File: src/rtl/uart_pkg.sv
// Shared types and constants for the UART receive framer: FSM states,
// error-cause codes and the default start-of-frame byte.
package uart_pkg;

    localparam int DATA_W    = 8;
    localparam int BUF_DEPTH = 16;

    localparam logic [DATA_W-1:0] SOF_DEFAULT = 8'hA5;

    localparam logic [1:0] ERR_LEN     = 2'd0;
    localparam logic [1:0] ERR_CSUM    = 2'd1;
    localparam logic [1:0] ERR_OVERRUN = 2'd2;
    localparam logic [1:0] ERR_TIMEOUT = 2'd3;

    typedef enum logic [2:0] {
        IDLE,
        GET_LEN,
        PAYLOAD,
        GET_CSUM,
        HOLD
    } state_t;

endpackage

File: src/rtl/uart_strobe_sync.sv
// Two-flop synchroniser for the receiver's byte-done level, followed by a
// rising-edge detector that yields one strobe per received byte.
module uart_strobe_sync (
    input  logic clk,
    input  logic rst,
    input  logic async_in,
    output logic strobe
);

    logic sync_p0;
    logic sync_p1;
    logic sync_p2;

    // stage p0/p1: metastability guard; stage p2: previous value for edge detect
    always_ff @(posedge clk or posedge rst) begin
        if (rst) begin
            sync_p0 <= 1'b0;
            sync_p1 <= 1'b0;
            sync_p2 <= 1'b0;
        end else begin
            sync_p0 <= async_in;
            sync_p1 <= sync_p0;
            sync_p2 <= sync_p1;
        end
    end

    assign strobe = sync_p1 & ~sync_p2;

endmodule

File: src/rtl/uart_rx_framer.sv
// Frames UART bytes as SOF, LEN, payload, CSUM (XOR of LEN and payload),
// holds a checked payload for a ready/valid consumer and flags errors.
module uart_rx_framer
    import uart_pkg::*;
#(
    parameter logic [DATA_W-1:0] SOF         = SOF_DEFAULT,
    parameter int                MAX_LEN     = 16,
    parameter int                TIMEOUT_CYC = 100000
) (
    input  logic              clk,
    input  logic              rst,
    input  logic [DATA_W-1:0] rx_byte,
    input  logic              rx_done,
    output logic              frm_valid,
    input  logic              frm_ready,
    output logic [4:0]        frm_len,
    input  logic [3:0]        rd_addr,
    output logic [DATA_W-1:0] rd_data,
    output logic              err_pulse,
    output logic [1:0]        err_code
);

    localparam int               TMO_W    = $clog2(TIMEOUT_CYC + 1);
    localparam logic [TMO_W-1:0] TMO_LAST = TMO_W'(TIMEOUT_CYC - 1);
    localparam logic [TMO_W-1:0] TMO_ONE  = TMO_W'(1);

    state_t            state_q, state_d;
    logic              strobe;
    logic              handshake;
    logic [DATA_W-1:0] xor_q, xor_d;
    logic [4:0]        idx_q, idx_d;
    logic [4:0]        len_q, len_d;
    logic [TMO_W-1:0]  tmo_q, tmo_d;
    logic              buf_we;
    logic              err_d;
    logic [1:0]        err_cause;
    logic [DATA_W-1:0] pay_buf [BUF_DEPTH];

    uart_strobe_sync u_sync (
        .clk      (clk),
        .rst      (rst),
        .async_in (rx_done),
        .strobe   (strobe)
    );

    assign frm_valid = (state_q == HOLD);
    assign frm_len   = len_q;
    assign handshake = frm_valid && frm_ready;

    always_comb begin
        state_d   = state_q;
        xor_d     = xor_q;
        idx_d     = idx_q;
        len_d     = len_q;
        tmo_d     = '0;
        buf_we    = 1'b0;
        err_d     = 1'b0;
        err_cause = ERR_LEN;

        case (state_q)
            IDLE: begin
                if (strobe && rx_byte == SOF) begin
                    state_d = GET_LEN;
                    xor_d   = '0;
                    idx_d   = '0;
                end
            end
            GET_LEN: begin
                if (strobe) begin
                    if (rx_byte != 8'd0 && rx_byte <= 8'(MAX_LEN)) begin
                        len_d   = rx_byte[4:0];
                        xor_d   = xor_q ^ rx_byte;
                        state_d = PAYLOAD;
                    end else begin
                        err_d     = 1'b1;
                        err_cause = ERR_LEN;
                        state_d   = IDLE;
                    end
                end
            end
            PAYLOAD: begin
                if (strobe) begin
                    buf_we = 1'b1;
                    xor_d  = xor_q ^ rx_byte;
                    idx_d  = idx_q + 5'd1;
                    if (idx_q + 5'd1 == len_q) begin
                        state_d = GET_CSUM;
                    end
                end
            end
            GET_CSUM: begin
                if (strobe) begin
                    if (rx_byte == xor_q) begin
                        state_d = HOLD;
                    end else begin
                        err_d     = 1'b1;
                        err_cause = ERR_CSUM;
                        state_d   = IDLE;
                    end
                end
            end
            HOLD: begin
                // a byte arriving with the handshake is treated as IDLE input
                if (handshake) begin
                    state_d = IDLE;
                    if (strobe && rx_byte == SOF) begin
                        state_d = GET_LEN;
                        xor_d   = '0;
                        idx_d   = '0;
                    end
                end else if (strobe) begin
                    err_d     = 1'b1;
                    err_cause = ERR_OVERRUN;
                end
            end
            default: state_d = IDLE;
        endcase

        if ((state_q == GET_LEN || state_q == PAYLOAD || state_q == GET_CSUM) && !strobe) begin
            if (tmo_q >= TMO_LAST) begin
                err_d     = 1'b1;
                err_cause = ERR_TIMEOUT;
                state_d   = IDLE;
            end else begin
                tmo_d = tmo_q + TMO_ONE;
            end
        end
    end

    always_ff @(posedge clk or posedge rst) begin
        if (rst) begin
            state_q   <= IDLE;
            xor_q     <= '0;
            idx_q     <= '0;
            len_q     <= '0;
            tmo_q     <= '0;
            err_pulse <= 1'b0;
            err_code  <= ERR_LEN;
            rd_data   <= '0;
        end else begin
            state_q   <= state_d;
            xor_q     <= xor_d;
            idx_q     <= idx_d;
            len_q     <= len_d;
            tmo_q     <= tmo_d;
            err_pulse <= err_d;
            if (err_d) begin
                err_code <= err_cause;
            end
            rd_data   <= pay_buf[rd_addr];
        end
    end

    always_ff @(posedge clk) begin
        if (buf_we) begin
            pay_buf[idx_q[3:0]] <= rx_byte;
        end
    end

endmodule

File: config.mk
export PLATFORM = sky130hd
export DESIGN_NAME = uart_rx_framer
export DESIGN_NICKNAME = d
export VERILOG_FILES = /design/src/rtl/uart_pkg.sv /design/src/rtl/uart_strobe_sync.sv /design/src/rtl/uart_rx_framer.sv
export SDC_FILE = /design/constraint.sdc
export NUM_CORES = 1
export LEC_CHECK = 0
export ABC_AREA = 1
export CORE_MARGIN = 5
export CORE_UTILIZATION = 50
export DETAILED_ROUTE_END_ITERATION = 16
export PLACE_DENSITY = 0.69
export SYNTH_ARGS = -nofsm -noshare
export SYNTH_HDL_FRONTEND = slang
export SYNTH_SLANG_ARGS = --single-unit
File: constraint.sdc
create_clock -name clk -period 2.3 [get_ports clk]
set_clock_uncertainty 0.05 [all_clocks]
set_input_delay 0.46 -clock clk [delete_from_list [all_inputs] [get_ports clk]]
set_output_delay 0.46 -clock clk [all_outputs]
set_load 0.02 [all_outputs]
# Word level (Yosys, flattened, before mapping)
# Memories as Yosys holds them, arrays and structs flattened. A register that Yosys moved wholly into a read port is not among the register bits.
# Index checks and enable logic that the tools add are counted.
# word_totals
register_bits	44
ramBits	128
mem_count	1
elab_cells	86
# op_classes
order_cmp	2
eq_ne	11
reduce_logical	14
mux	43
add_sub_neg	2
bitwise	3
# memory_table
name	words	width	read_ports	rd_clocked_by_memory_dff	write_ports	line_no	source
pay_buf	16	8	1	1	1	uart_rx_framer.sv:37	logic [DATA_W-1:0] pay_buf [BUF_DEPTH];
# op_table
operator	n
8-bit 2-to-1 mux	5
17-bit 2-to-1 mux	2
8-bit one-hot mux with 4 select lines	1
3-bit 2-to-1 mux	9
17-bit by 1-bit adder with 17-bit output (second input constant)	1
17-bit >= comparator (second input constant)	1
5-bit 2-to-1 mux	3
3-bit one-hot mux with 5 select lines	1
5-bit one-hot mux with 3 select lines	1
1-bit 2-to-1 mux	14
2-bit 2-to-1 mux	5
8-bit equality test	1
8-bit equality test (second input constant)	1
8-bit by 5-bit <= comparator with 1-bit output (second input constant)	1
8-bit nonzero test	1
8-bit XOR	1
3-bit by 2-bit equality test with 1-bit output (second input constant)	2
2-bit inequality test (second input constant)	3
3-bit AND reduction	2
5-bit by 1-bit adder with 5-bit output (second input constant)	1
5-bit equality test	1
5-bit AND reduction	1
1-bit logical AND	4
2-bit one-hot mux with 2 select lines	1
11 further kinds	12

# Depth between registers and ports, before layout
# depth
depth_word	8
depth_mapped	11

# By module
# From an unflattened synthesis, not the netlist that was laid out.
# unflattened
cells_unflattened	749
area_unflattened_um2	7991.4
# modules_own_cells
module	instances	cells_per_inst	seq_area_each_um2	area_each_um2
uart_rx_framer	1	743	5069.9	7902.6
uart_strobe_sync	1	6	75.1	88.8

# Worst setup path after synthesis
# No wires, ideal clock.
# synth_timing
path_kind	register -> register
startpoint	reg state_q[2]
endpoint	mem pay_buf[12][0], enable pin
n_path_buf	0
setup_time_ps	370
path_stages_with_launch	6
arrival_time_ps	1262
required_time_ps	1880
period_less_slack_ps	1683
setup_slack_ps	617
path_cell_list	dfrtp_1 -> inv_2 -> nand3b_4 -> nor2_8 -> nand2_1 -> nor2_1
# synth_via
elab_chain_len	4
# synth_rtl
element	line_no	source
start: declaration	uart_rx_framer.sv:27	state_t state_q, state_d;
start signal: assignment	uart_rx_framer.sv:141	state_q <= state_d;
3-bit by 2-bit equality test with 1-bit output	uart_rx_framer.sv:60	case (state_q)
1-bit 2-to-1 mux	uart_rx_framer.sv:60	
1-bit 2-to-1 mux	uart_rx_framer.sv:155	if (buf_we) begin
1-bit 2-to-1 mux (implied by the code)	uart_rx_framer.sv:156	pay_buf[idx_q[3:0]] <= rx_byte;
end: declaration	uart_rx_framer.sv:37	
# Every way passes these cells.

# Worst setup path after layout
# layout_timing
startpoint	reg state_q[0]
endpoint	out frm_valid
# layout_via
elab_chain_len	1
# layout_rtl
element	line_no	source
3-bit equality test	uart_rx_framer.sv:46	assign frm_valid = (state_q == HOLD);
end: declaration	uart_rx_framer.sv:14	output logic frm_valid,
# Every way passes these cells.

==> results.md <==
Clock network:
- TritonCTS built the clock tree.
- The number of buffers added to fix hold violations after cts is 0.
- The buffers inserted during post-CTS setup optimization is 0.
- The clock sink count is between 150 and 200.
- The clock-pin slew on the worst setup and hold paths is approximately 0.06 ns.
- The post-CTS resize count is 1.
- The source-to-sink clock delay at the later pin of the worst-skew pair is ~0.43 ns.
- In this run the deepest clock path goes through 2 buffers.
- In this run the clock root is driven by a sky130_fd_sc_hd__clkbuf_16.
- The number of buffers inserted during clock tree synthesis is 17.
- The count of H-tree levels built during CTS is 4.

Power and ir drop:
- The worst voltage drop across the vdd grid is 714.8 uV.
- The analysis attributes to cell leakage a power of approximately 3.4 nW.
- The design draws 7.678 mW.
- Power spread over the standard cell area amounts to 834.7 nW/um^2.

Cells and area:
- The antenna diode instance count is 0.
- After routing the design area is roughly 9200 sq um.
- The utilization after layout is 0.6007.
- Of the cells placed in the final design, the portion with a size suffix greater than 1 is 0.1487.
- The growth of design area from synthesis to finish is 17.16%.
- In the final design database the tool counted 795 nets.

Global route:
- The number of global-route vias before repair is approximately 5400.
- The total global routing track utilization is 0.2068.
- The first global-routing pass estimated between 20000 and 30000 microns of wire.
- The number of antenna violations at the first check in global routing came to 0.
- After global routing the overflow that remains totals 0.
- The pin count of the biggest net entering global routing is between 60 and 70.

Timing:
- The worst-margin pin slew is roughly 0.49 ns.
- In this run the tightest slew margin relative to its limit is 0.6722.
- Setup repair after global routing left no endpoint under its margin.
- The count of final max-slew check failures is 0.
- The worst-case hold slack is between 0.3 and 0.4 ns.
- For the final routed database, the setup TNS stands at 0 ns.
- The number of endpoints with negative hold slack in the final report is 0.
- Setup violations remaining at the end of the flow were counted as 0.
- For this run, the top clock speed supported by timing is 0.4701 GHz.
- In the finished design, the share of the clock period the worst path needs comes to 0.9249.
- The shortest period the worst path allows is roughly 2.1 ns.

Placed design:
- The post-detailed-placement cell area is approximately 8600 sq um.
- The estimated wirelength of the detail-placed design is roughly 12000 microns.
- The routability congestion estimate is 0.8510.
- Buffers placed on the I/O ports in this run total 32.

Setup path:
- The worst setup path is captured at a primary output.
- The critical path class is reg2out.
- For the worst flop-to-flop path, the logic depth is 8.
- The setup check on the worst reg-to-reg path leaves a slack of roughly 0.45 ns.
- The destination of the critical timing path is frm_valid.
- The endpoint identified for the worst register-to-register timing path is tmo_q[2]$_DFF_PP0_.
- The worst path arrival time is around 1.6 ns.
- The required time reported for the critical path endpoint is 1.79 ns.
- In this run the critical register-to-register path is launched from tmo_q[0]$_DFF_PP0_.
- The most critical setup path has its startpoint at state_q[0]$_DFF_PP0_.
- The maximum fanout encountered on the critical timing path is 5.
- The worst setup path is launched from a flop.

Die:
- The total number of placement rows is 45.
- The number of primary I/O pins is 33.
- The die span in y is between 100 and 150 microns.
- For this configuration, the core starts out at a cell density of 0.5127.
- The total area inside the core boundary comes to 15310 sq um.
- The width of the die is 135.3 microns.
- The total die area is ~18000 sq um.

Route:
- The routed wirelength normalized by instance count is around 18 microns.
- The number of nets still failing antenna checks after routing is 0.
- Dividing the detail-routed via count by the number of cells gives ~5.6.
- The DRC marker count from the first detailed-route iteration is around 500.
- The remaining design rule violation count is 0.
- Detailed routing inserted a total of around 5600 vias.
- The iteration count of the initial detailed-routing pass is 5.
- The routed design has 17940 microns of wire.

Yosys:
- The number of nets in the synthesized netlist is around 730.
- For this run, the number of Yosys warnings is 0.
- The most instantiated flip-flop cell in the synthesis netlist is sky130_fd_sc_hd__edfxtp_1.
- The netlist area before placement is between 7000 and 8000 sq um.
- The synthesized design contains 180 register bits.
- The netlist uses 37 different library cells.
- The register area share after synthesis is 0.6553.
- Sorting the synthesized cells by area gives the leading types as sky130_fd_sc_hd__edfxtp_1, sky130_fd_sc_hd__dfrtp_1, sky130_fd_sc_hd__nor2_1, sky130_fd_sc_hd__nand2_1, sky130_fd_sc_hd__o21ai_0.
- The leading area contributor after synthesis is sky130_fd_sc_hd__edfxtp_1.
- The average instance in the mapped netlist occupies 11.04 sq um.
- After synthesis, the share of flip-flops with an asynchronous set or reset is 0.2889.
- The gate count of the mapped netlist is 711.
- The number of enable-type register cells in the synthesized netlist is about 130.
- The share of the synthesized area in the top cell type is 0.4896.

Job:
- The tool flagged a number of max-cap violations equal to 0.

Worst hold path:
- The tightest min-delay check is of the reg2reg type.

Run status:
- The flow ran to the end, and the final reports show no timing, DRC or antenna violations.
==> placed cells by master, fill, tap and decap left out, drive strengths merged <==
cell	n
xnor2	7
xor2	10
nand3b	3
dfrtp	52
clkinv	4
clkdlybuf4s50	30
o211ai	7
o221ai	26
clkbuf	20
ha	5
nand3	38
buf	40
inv	54
o22ai	9
and3	1
o21ai	83
edfxtp	128
nand4	7
nand2	104
nor3	10
or2	5
clkinvlp	3
a21oi	5
nor3b	1
nor2	133
bufinv	1
dlygate4sd2	1
==> final cells by class <==
type,instances,area (sq um)
Fill cell,1245,6116
Sequential cell,180,5145
Multi-Input combinational cell,454,2390
Timing Repair Buffer,71,644.4
Clock buffer,20,446.7
Tap cell,211,264.0
Inverter,50,187.7
Clock inverter,12,121.4
==> through the flow <==
| step | std cells | worst slack (ns) |
|---|---|---|
| after global placement | 966 | 0.08239 |
| after detailed placement | 966 | 0.04544 |
| final | 998 | 0.1727 |
| after floorplan | 711 | 0.5321 |
| after CTS | 998 | 0.1655 |
| after global routing | 998 | 0.06933 |
==> synthesized netlist by cell type, types with 2 or more instances <==
library cell,n
sky130_fd_sc_hd__nor2_2,16
sky130_fd_sc_hd__ha_1,5
sky130_fd_sc_hd__o21ai_0,70
sky130_fd_sc_hd__nor3_1,9
sky130_fd_sc_hd__buf_6,2
sky130_fd_sc_hd__nand3b_1,2
sky130_fd_sc_hd__buf_2,10
sky130_fd_sc_hd__clkbuf_1,14
sky130_fd_sc_hd__edfxtp_1,128
sky130_fd_sc_hd__nand2_1,100
sky130_fd_sc_hd__o21ai_1,5
sky130_fd_sc_hd__nand4_1,6
sky130_fd_sc_hd__o22ai_1,9
sky130_fd_sc_hd__o221ai_1,26
sky130_fd_sc_hd__dfrtp_1,52
sky130_fd_sc_hd__o21ai_2,8
sky130_fd_sc_hd__xnor2_1,7
sky130_fd_sc_hd__inv_1,45
sky130_fd_sc_hd__nand3_1,36
sky130_fd_sc_hd__xor2_1,10
sky130_fd_sc_hd__inv_2,5
sky130_fd_sc_hd__or2_2,5
sky130_fd_sc_hd__nand2_2,3
sky130_fd_sc_hd__nor2_1,116
sky130_fd_sc_hd__o211ai_1,7
sky130_fd_sc_hd__a21oi_1,4
==> power breakdown <==
part	switching [mW]	internal, mW	leakage (nW)	total (mW)
clock	1.24	1.54	0.270	2.78
sequential	0.156	3.64	1.83	3.80
combinational	0.712	0.394	1.29	1.11
total	2.11	5.57	3.39	7.68
==> critical path, stage by stage, from the launching register on <==
cell	delay [ns]
sky130_fd_sc_hd__dfrtp_1	0.44
sky130_fd_sc_hd__nor2_2	0.19
sky130_fd_sc_hd__inv_2	0.08
sky130_fd_sc_hd__nor2_2	0.13
sky130_fd_sc_hd__dlygate4sd2_1	0.35
==> state kept, by name, summed over array words and instances, names as in the netlist <==
register / flops
pay_buf: 128
frm_len: 5
err_code: 2
u_sync.sync_p0: 1
tmo_q: 17
u_sync.sync_p2: 1
idx_q: 5
xor_q: 8
state_q: 3
err_pulse: 1
u_sync.sync_p1: 1
rd_data: 8
==> how the worst min path moves through the flow <==
stage	end	cells past startpoint	slack, ns	start
final	u_sync.sync_p1$_DFF_PP0_	0	0.31	u_sync.sync_p0$_DFF_PP0_
after global routing	u_sync.sync_p1$_DFF_PP0_	0	0.33	u_sync.sync_p0$_DFF_PP0_
after CTS	u_sync.sync_p1$_DFF_PP0_	0	0.31	u_sync.sync_p0$_DFF_PP0_
after detailed placement	u_sync.sync_p1$_DFF_PP0_	0	0.29	u_sync.sync_p0$_DFF_PP0_
after global placement	u_sync.sync_p1$_DFF_PP0_	0	0.30	u_sync.sync_p0$_DFF_PP0_
after floorplan	u_sync.sync_p1$_DFF_PP0_	0	0.28	u_sync.sync_p0$_DFF_PP0_
==> cell families (layout without fill, tap and decap cells) <==
| family | count (synthesis) | after routing | share of synthesized area |
|---|---|---|---|
| and+or+nand+nor | 302 | 302 | 0.1742 |
| buffers and inverters | 77 | 153 | 0.04032 |
| adders and majority gates | 5 | 5 | 0.007968 |
| xor gates and xnor gates | 17 | 17 | 0.01896 |
| AOI/OAI and AO/OA | 130 | 130 | 0.1033 |
| DFF | 180 | 180 | 0.6553 |
==> routing by layer <==
layer  GRT usage  part of all wire
met4     0.05487             0.013
met1      0.2745              0.43
met5           0                 0
met3     0.04198             0.054
met2      0.3493              0.50
(Power assumes the default switching activity.)
